File: src/rtl/riscv_pkg.sv
// Shared RV32I definitions for the pipeline control slice: the canonical NOP,
// ResultSrc encodings and the register-index field positions of an instruction.
package riscv_pkg;

    localparam logic [31:0] NOP_INSTR = 32'h00000013;  // addi x0,x0,0

    typedef enum logic [1:0] {
        RES_ALU  = 2'b00,
        RES_LOAD = 2'b01,
        RES_PC4  = 2'b10
    } resultSrc_t;

    localparam int REG_IDX_W = 5;
    localparam int RD_LSB    = 7;
    localparam int RS1_LSB   = 15;
    localparam int RS2_LSB   = 20;

    function automatic logic [REG_IDX_W-1:0] rdField(input logic [31:0] instr);
        return instr[RD_LSB +: REG_IDX_W];
    endfunction

    function automatic logic [REG_IDX_W-1:0] rs1Field(input logic [31:0] instr);
        return instr[RS1_LSB +: REG_IDX_W];
    endfunction

    function automatic logic [REG_IDX_W-1:0] rs2Field(input logic [31:0] instr);
        return instr[RS2_LSB +: REG_IDX_W];
    endfunction

endpackage

File: src/rtl/perf_counter.sv
// Free-running event counter: adds one per qualifying cycle, wraps modulo
// 2^CNT_W, and is cleared (never incremented) in a reset cycle.
module perf_counter #(
    parameter int CNT_W = 32
) (
    input  logic             clk,
    input  logic             rst,
    input  logic             inc,
    output logic [CNT_W-1:0] count
);

    // NOTE: state is updated with non-blocking assignments so every register
    // samples pre-edge values and simulation order cannot change the result.
    always_ff @(posedge clk) begin
        if (rst) begin
            count <= '0;
        end else if (inc) begin
            count <= count + CNT_W'(1);
        end
    end

endmodule

File: src/rtl/pipe_stage_ctrl.sv
// Instruction-identity and control pipeline registers (IF/ID, ID/EX, EX/MEM,
// MEM/WB) of the 5-stage RV32I core, with per-stage valid bits and perf counters.
module pipe_stage_ctrl
    import riscv_pkg::RES_ALU;
    import riscv_pkg::rdField;
    import riscv_pkg::rs1Field;
    import riscv_pkg::rs2Field;
#(
    parameter int          XLEN      = 32,
    parameter int          CNT_W     = 32,
    parameter logic [31:0] NOP_INSTR = riscv_pkg::NOP_INSTR
) (
    input  logic             clk,
    input  logic             rst,
    input  logic [31:0]      InstrF,
    input  logic [XLEN-1:0]  PCF,
    input  logic [XLEN-1:0]  PCPlus4F,
    input  logic             RegWriteD,
    input  logic [1:0]       ResultSrcD,
    input  logic             MemWriteD,
    input  logic             StallF,
    input  logic             StallD,
    input  logic             FlushD,
    input  logic             FlushE,
    output logic [31:0]      InstrD,
    output logic [XLEN-1:0]  PCD,
    output logic [XLEN-1:0]  PCPlus4D,
    output logic [4:0]       Rs1D,
    output logic [4:0]       Rs2D,
    output logic [4:0]       RdD,
    output logic [4:0]       Rs1E,
    output logic [4:0]       Rs2E,
    output logic [4:0]       RdE,
    output logic             RegWriteE,
    output logic [1:0]       ResultSrcE,
    output logic             MemWriteE,
    output logic [XLEN-1:0]  PCE,
    output logic [4:0]       RdM,
    output logic             RegWriteM,
    output logic [1:0]       ResultSrcM,
    output logic             MemWriteM,
    output logic [4:0]       RdW,
    output logic             RegWriteW,
    output logic [1:0]       ResultSrcW,
    output logic             ValidD,
    output logic             ValidE,
    output logic             ValidM,
    output logic             ValidW,
    output logic [CNT_W-1:0] InstRetired,
    output logic [CNT_W-1:0] LoadUseStalls,
    output logic [CNT_W-1:0] Flushes
);

    assign Rs1D = rs1Field(InstrD);
    assign Rs2D = rs2Field(InstrD);
    assign RdD  = rdField(InstrD);

    // IF/ID: a flush wins over a stall.
    always_ff @(posedge clk) begin
        if (rst || FlushD) begin
            InstrD   <= NOP_INSTR;
            PCD      <= '0;
            PCPlus4D <= '0;
            ValidD   <= 1'b0;
        end else if (!StallD) begin
            InstrD   <= InstrF;
            PCD      <= PCF;
            PCPlus4D <= PCPlus4F;
            ValidD   <= 1'b1;
        end
    end

    // ID/EX: decode controls are qualified by ValidD so a dead D stage can
    // never write the register file or memory.
    always_ff @(posedge clk) begin
        if (rst || FlushE) begin
            Rs1E       <= '0;
            Rs2E       <= '0;
            RdE        <= '0;
            RegWriteE  <= 1'b0;
            ResultSrcE <= RES_ALU;
            MemWriteE  <= 1'b0;
            PCE        <= '0;
            ValidE     <= 1'b0;
        end else begin
            Rs1E       <= Rs1D;
            Rs2E       <= Rs2D;
            RdE        <= RdD;
            RegWriteE  <= RegWriteD & ValidD;
            ResultSrcE <= ValidD ? ResultSrcD : RES_ALU;
            MemWriteE  <= MemWriteD & ValidD;
            PCE        <= PCD;
            ValidE     <= ValidD;
        end
    end

    always_ff @(posedge clk) begin
        if (rst) begin
            RdM        <= '0;
            RegWriteM  <= 1'b0;
            ResultSrcM <= RES_ALU;
            MemWriteM  <= 1'b0;
            ValidM     <= 1'b0;
            RdW        <= '0;
            RegWriteW  <= 1'b0;
            ResultSrcW <= RES_ALU;
            ValidW     <= 1'b0;
        end else begin
            RdM        <= RdE;
            RegWriteM  <= RegWriteE;
            ResultSrcM <= ResultSrcE;
            MemWriteM  <= MemWriteE;
            ValidM     <= ValidE;
            RdW        <= RdM;
            RegWriteW  <= RegWriteM;
            ResultSrcW <= ResultSrcM;
            ValidW     <= ValidM;
        end
    end

    // A stall overridden by FlushD is really a redirect, so it counts as a flush.
    logic loadUseStall;
    logic redirect;
    assign loadUseStall = StallD & ~FlushD;
    assign redirect     = FlushE & ~loadUseStall;

    perf_counter #(.CNT_W(CNT_W)) uRetired (
        .clk(clk), .rst(rst), .inc(ValidW), .count(InstRetired)
    );

    perf_counter #(.CNT_W(CNT_W)) uLoadUse (
        .clk(clk), .rst(rst), .inc(loadUseStall), .count(LoadUseStalls)
    );

    perf_counter #(.CNT_W(CNT_W)) uFlushes (
        .clk(clk), .rst(rst), .inc(redirect), .count(Flushes)
    );

    stallConsistent: assert property (@(posedge clk) disable iff (rst) StallF == StallD);

endmodule

File: config.mk
export PLATFORM = sky130hd
export DESIGN_NAME = pipe_stage_ctrl
export DESIGN_NICKNAME = d
export VERILOG_FILES = /design/src/rtl/riscv_pkg.sv /design/src/rtl/perf_counter.sv /design/src/rtl/pipe_stage_ctrl.sv
export SDC_FILE = /design/constraint.sdc
export NUM_CORES = 1
export LEC_CHECK = 0
export CORE_MARGIN = 4
export CORE_UTILIZATION = 44
export CTS_CLUSTER_SIZE = 8
export DETAILED_ROUTE_END_ITERATION = 16
export PLACE_DENSITY_LB_ADDON = 0.12
export SKIP_CTS_REPAIR_TIMING = 1
export SLEW_MARGIN = 5
export SYNTH_ARGS = -nofsm -noshare
export SYNTH_HDL_FRONTEND = slang
export SYNTH_HIERARCHICAL = 1
export SYNTH_SLANG_ARGS = --single-unit
File: constraint.sdc
create_clock -name clk -period 2.65 [get_ports clk]
set_input_delay 0.53 -clock clk [delete_from_list [all_inputs] [get_ports clk]]
set_output_delay 0.53 -clock clk [all_outputs]
set_load 0.1 [all_outputs]
==> results.md <==
Critical path:
- Setup slack on the worst reg-to-reg path comes out at 0.55 ns.
- The endpoint type of the worst setup path is a flip-flop.
- The data arrival at the endpoint of the critical path is 2.57 ns.
- Walking the worst path, the cells encountered are clkdlybuf4s50_1 -> nor2b_1 -> nor2b_1 -> and4_1 -> buf_4 -> nand3_1 -> nor4_1 -> mux2_2.
- The worst setup path startpoint is FlushD.
- The startpoint class of the critical path is an input pin.
- The most used cell along the critical path is nor2b_1.
- Along the worst path, the maximum fanout reaches 4.
- The start of the worst register-to-register path is uRetired/count[2].
- At the worst endpoint, the required time is about 3.0 ns.
- For this design, the slowest cell found on the critical path is clkdlybuf4s50_1.
- The critical path is of the in -> reg type.
- The depth of the worst register-to-register path is 4.
- The capture point of the worst reg-to-reg path is uRetired/count[26].
- In this design, the stage delay of the slowest critical-path cell is 0.48 ns.
- Together, buffers and inverters on the worst path number 2.
- In this design, the largest share of critical-path delay is due to simple AND/OR/NAND/NOR gates.

Clocking:
- The number of buffers created by CTS is 38.
- Clock-pin slew was measured on the worst setup and hold paths at 0.05 ns.
- In this run the deepest clock path goes through 3 buffers.
- The clock latency on the worst-skew pair is 0.50 ns.
- The number of clock sinks seen by CTS is 264.
- In this run the clock root is driven by a clkbuf_16.
- The H-tree generated during clock tree synthesis spans 2 levels.
- TritonCTS built the clock tree.

Global route:
- The total global routing track utilization is 21.6%.
- The wire length of the first global-routing pass is 45.1 mm.
- For met2 alone, demand over resource in global routing was between 30% and 40%.
- The number of antenna violations at the first check in global routing was 4.
- The layer flagged by global routing as most heavily used is met2.
- The number of global-route vias before repair is 8131.
- The total overflow left after global routing is 0.
- The routing usage on met3 is 8.49%.
- Global routing consumed, on the met1 layer, 24.1% of the routing resources.
- The pin count of the biggest net entering global routing is 98.

Die:
- The top-level port count is 385.
- For this configuration, the core starts out at a cell density of between 40 and 50%.
- The floorplan step defined a die boundary enclosing 25600 µm².
- In this run the horizontal extent of the chip is 160 µm.
- The number of rows created at floorplan is 55.
- In this run the vertical extent of the chip is 160 µm.
- After floorplanning, the core was sized to cover about 23000 µm².

Synth:
- The synthesized netlist occupies a cell area of 10200 µm².
- The number of nets handed over by synthesis was 1134.
- The number of storage elements in the synthesis netlist is 264.
- The share of the yosys chip area belonging to registers is 51.9%.
- During synthesis, Yosys emitted a total of 6 warnings.
- In the synthesized netlist, the number of instances is 1025.
- The number of library cell types mapped by synthesis is 35.
- The average cell area after synthesis is 9.94 µm².

Placed design:
- The total of buffers placed on input and output ports is 383.
- The weighted congestion reported at the end of routability-driven placement is 0.817.
- OpenSTA, run right after detailed placement, puts the worst setup slack at -0.0435 ns.
- The detailed placer's ending HPWL is 21.8 mm.
- Counting tap cells, the placed design contains a total of 1644 instances.

STA:
- The achievable clock frequency is between 0.4 and 0.5 GHz.
- The max-slew headroom at the worst pin is 53.3%.
- The slew at the pin with the worst max-slew slack is 0.701 ns.
- The final count of pins violating max slew is 0.
- The worst clock skew on the final layout is roughly 0.012 ns.
- In the finished design, the share of the clock period the worst path needs comes to 82.8%.
- The smallest setup slack after layout is 0.455 ns.
- Setup repair after global routing left no endpoint under its margin.
- Setup violations remaining at the end of the flow were counted as 0.
- The post-route minimum period is 2.20 ns.
- The count of endpoints failing hold in the final timing report is 0.

Drt:
- Dividing the detail-routed via count by the number of cells gives 4.99.
- After detailed routing, the total wire length is 29.5 mm.
- For this run, the detailed router's first-pass iteration total came to 5.
- The total vias in the final route is 8417.
- The DRC marker count from the first detailed-route iteration is 443.
- The average routed wire per standard cell is 17.5 µm.
- After detailed routing, the number of remaining DRC violations is 0.
- The antenna violation net count after detailed routing is 0.

Power and ir drop:
- The worst-case IR drop observed on VDD is 0.447 mV.
- The leakage power is about 6.4 nW.
- The total power divided by cell area is 647 nW/µm².

Cells and area:
- The layout has approximately 2000 filler cells.
- The net count of the finished layout is 1508.
- Of the cells placed in the final design, the portion with a size suffix greater than 1 is 28.6%.
- The finished layout holds 1688 standard cells, fillers aside.
- The growth of design area from synthesis to finish is 42.0%.

Outcome:
- The flow ran to the end, and the final reports show no timing, DRC or antenna violations.

Min path:
- The worst hold path begins at rst.
- The class of the most critical hold timing path is in -> reg.
- The worst hold path passes through 2 cells.
- The path with the worst hold slack has its endpoint at uRetired/count[3].

Job:
- The max-capacitance violation count is 0.
==> worst reg2reg max path: cells and delay by family (launching register included) <==
kind             cells  cell delay [ns]
AND/OR/NAND/NOR      3             1.19
multiplexers         1             0.35
flip-flops           1             0.45
==> logic make-up (layout without fill, tap and decap cells) <==
kind of cell,Yosys count,in the layout,synth area share (%)
buffers and inverters,87,462,4.88
XOR/XNOR,39,39,3.35
AND/OR/NAND/NOR,457,457,23.8
flip-flops,264,264,51.9
multiplexers,132,132,13.4
other,0,3,0
adder cells (fa/ha/maj),3,3,0.369
AO/OA/AOI/OAI,43,43,2.33
==> stage by stage <==
stage          hold WS [ns]  area, µm²  util [%]  TNS [ns]  power, mW
2_1_floorplan         0.602      10200         -         0       4.92
3_5_place_dp          0.451      13400      59.2    -0.229       5.25
5_1_grt               0.379      14500      63.7         0       9.70
3_3_place_gp          0.445      13400      59.2   -0.0264       5.24
4_1_cts               0.363      14500      63.7         0       9.49
6_report              0.379      14500      63.7         0       9.35
==> placed cells by master (no fill, tap or decap), drive strengths merged <==
cell type,count
and4,9
nor2b,51
mux2i,99
clkinv,2
dfxtp,264
or4,12
xor2,27
inv,13
mux2,33
ha,3
and2,50
xnor2,12
clkbuf,39
a21oi,22
or2,4
nor4,9
nor2,173
o31ai,9
o21ai,12
nor3b,3
or3,12
nand2,30
and3,13
diode,3
nand4,33
nor3,31
nand3,27
clkdlybuf4s50,102
buf,306
==> worst max-delay path by stage <==
stage	to	slack [ns]	cells after the start
floorplan	uFlushes/count[31]	0.02	5
global placement	uFlushes/count[19]	-0.03	8
detailed placement	uFlushes/count[30]	-0.04	7
CTS	uFlushes/count[19]	0.46	8
global route	uLoadUse/count[16]	0.37	8
finish	uFlushes/count[19]	0.45	8
==> power breakdown <==
group	total, mW	leakage, nW	internal, mW	switching (mW)
clock network	4.18	0.494	2.58	1.60
logic	1.08	3.76	0.331	0.752
registers	4.09	2.14	4.05	0.0442
total	9.35	6.39	6.96	2.40
==> final cells by class <==
type / instances / area, µm² / area share [%]
Multi-Input combinational cell: 674 / 4410 / 30.5
Clock buffer: 39 / 976 / 6.75
Sequential cell: 264 / 5290 / 36.5
Tap cell: 285 / 357 / 2.47
Antenna cell: 3 / 7.51 / 0.0519
Timing Repair Buffer: 408 / 3340 / 23.1
Inverter: 13 / 48.8 / 0.337
Clock inverter: 2 / 32.5 / 0.225
==> synthesized netlist by cell type (all sizes together) <==
cell / number / area share, %
dfxtp: 264 / 52
nor2: 173 / 6.6
mux2i: 99 / 9.7
nor2b: 51 / 3.1
and2: 50 / 3.1
buf: 45 / 3.3
mux2: 33 / 3.6
nand4: 33 / 2.2
nor3: 31 / 1.5
nand2: 30 / 1.1
clkbuf: 29 / 1.1
nand3: 27 / 1.3
xor2: 27 / 2.3
a21oi: 22 / 1.1
and3: 13 / 0.84
inv: 13 / 0.48
o21ai: 12 / 0.59
or3: 12 / 0.74
or4: 12 / 1.0
xnor2: 12 / 1.0
and4: 9 / 0.77
nor4: 9 / 1.0
o31ai: 9 / 0.66
or2: 4 / 0.25
ha: 3 / 0.37
nor3b: 3 / 0.22
==> metal layers <==
metal | up-vias | routed length [µm]
met5 | - | 13
met4 | 2 | 773
met3 | 49 | 2600
met2 | 271 | 14800
met1 | 3914 | 11400
li1 | 4181 | -
==> state kept, by name (all words and copies together), names as in the netlist, 2 cells and up <==
register / count
RdM: 5
InstrD: 32
ResultSrcM: 2
uLoadUse/count: 32
ResultSrcW: 2
PCD: 32
RdE: 5
Rs2E: 5
uRetired/count: 32
ResultSrcE: 2
PCE: 32
Rs1E: 5
RdW: 5
PCPlus4D: 32
uFlushes/count: 32
Power figures use the tool's default switching activity.
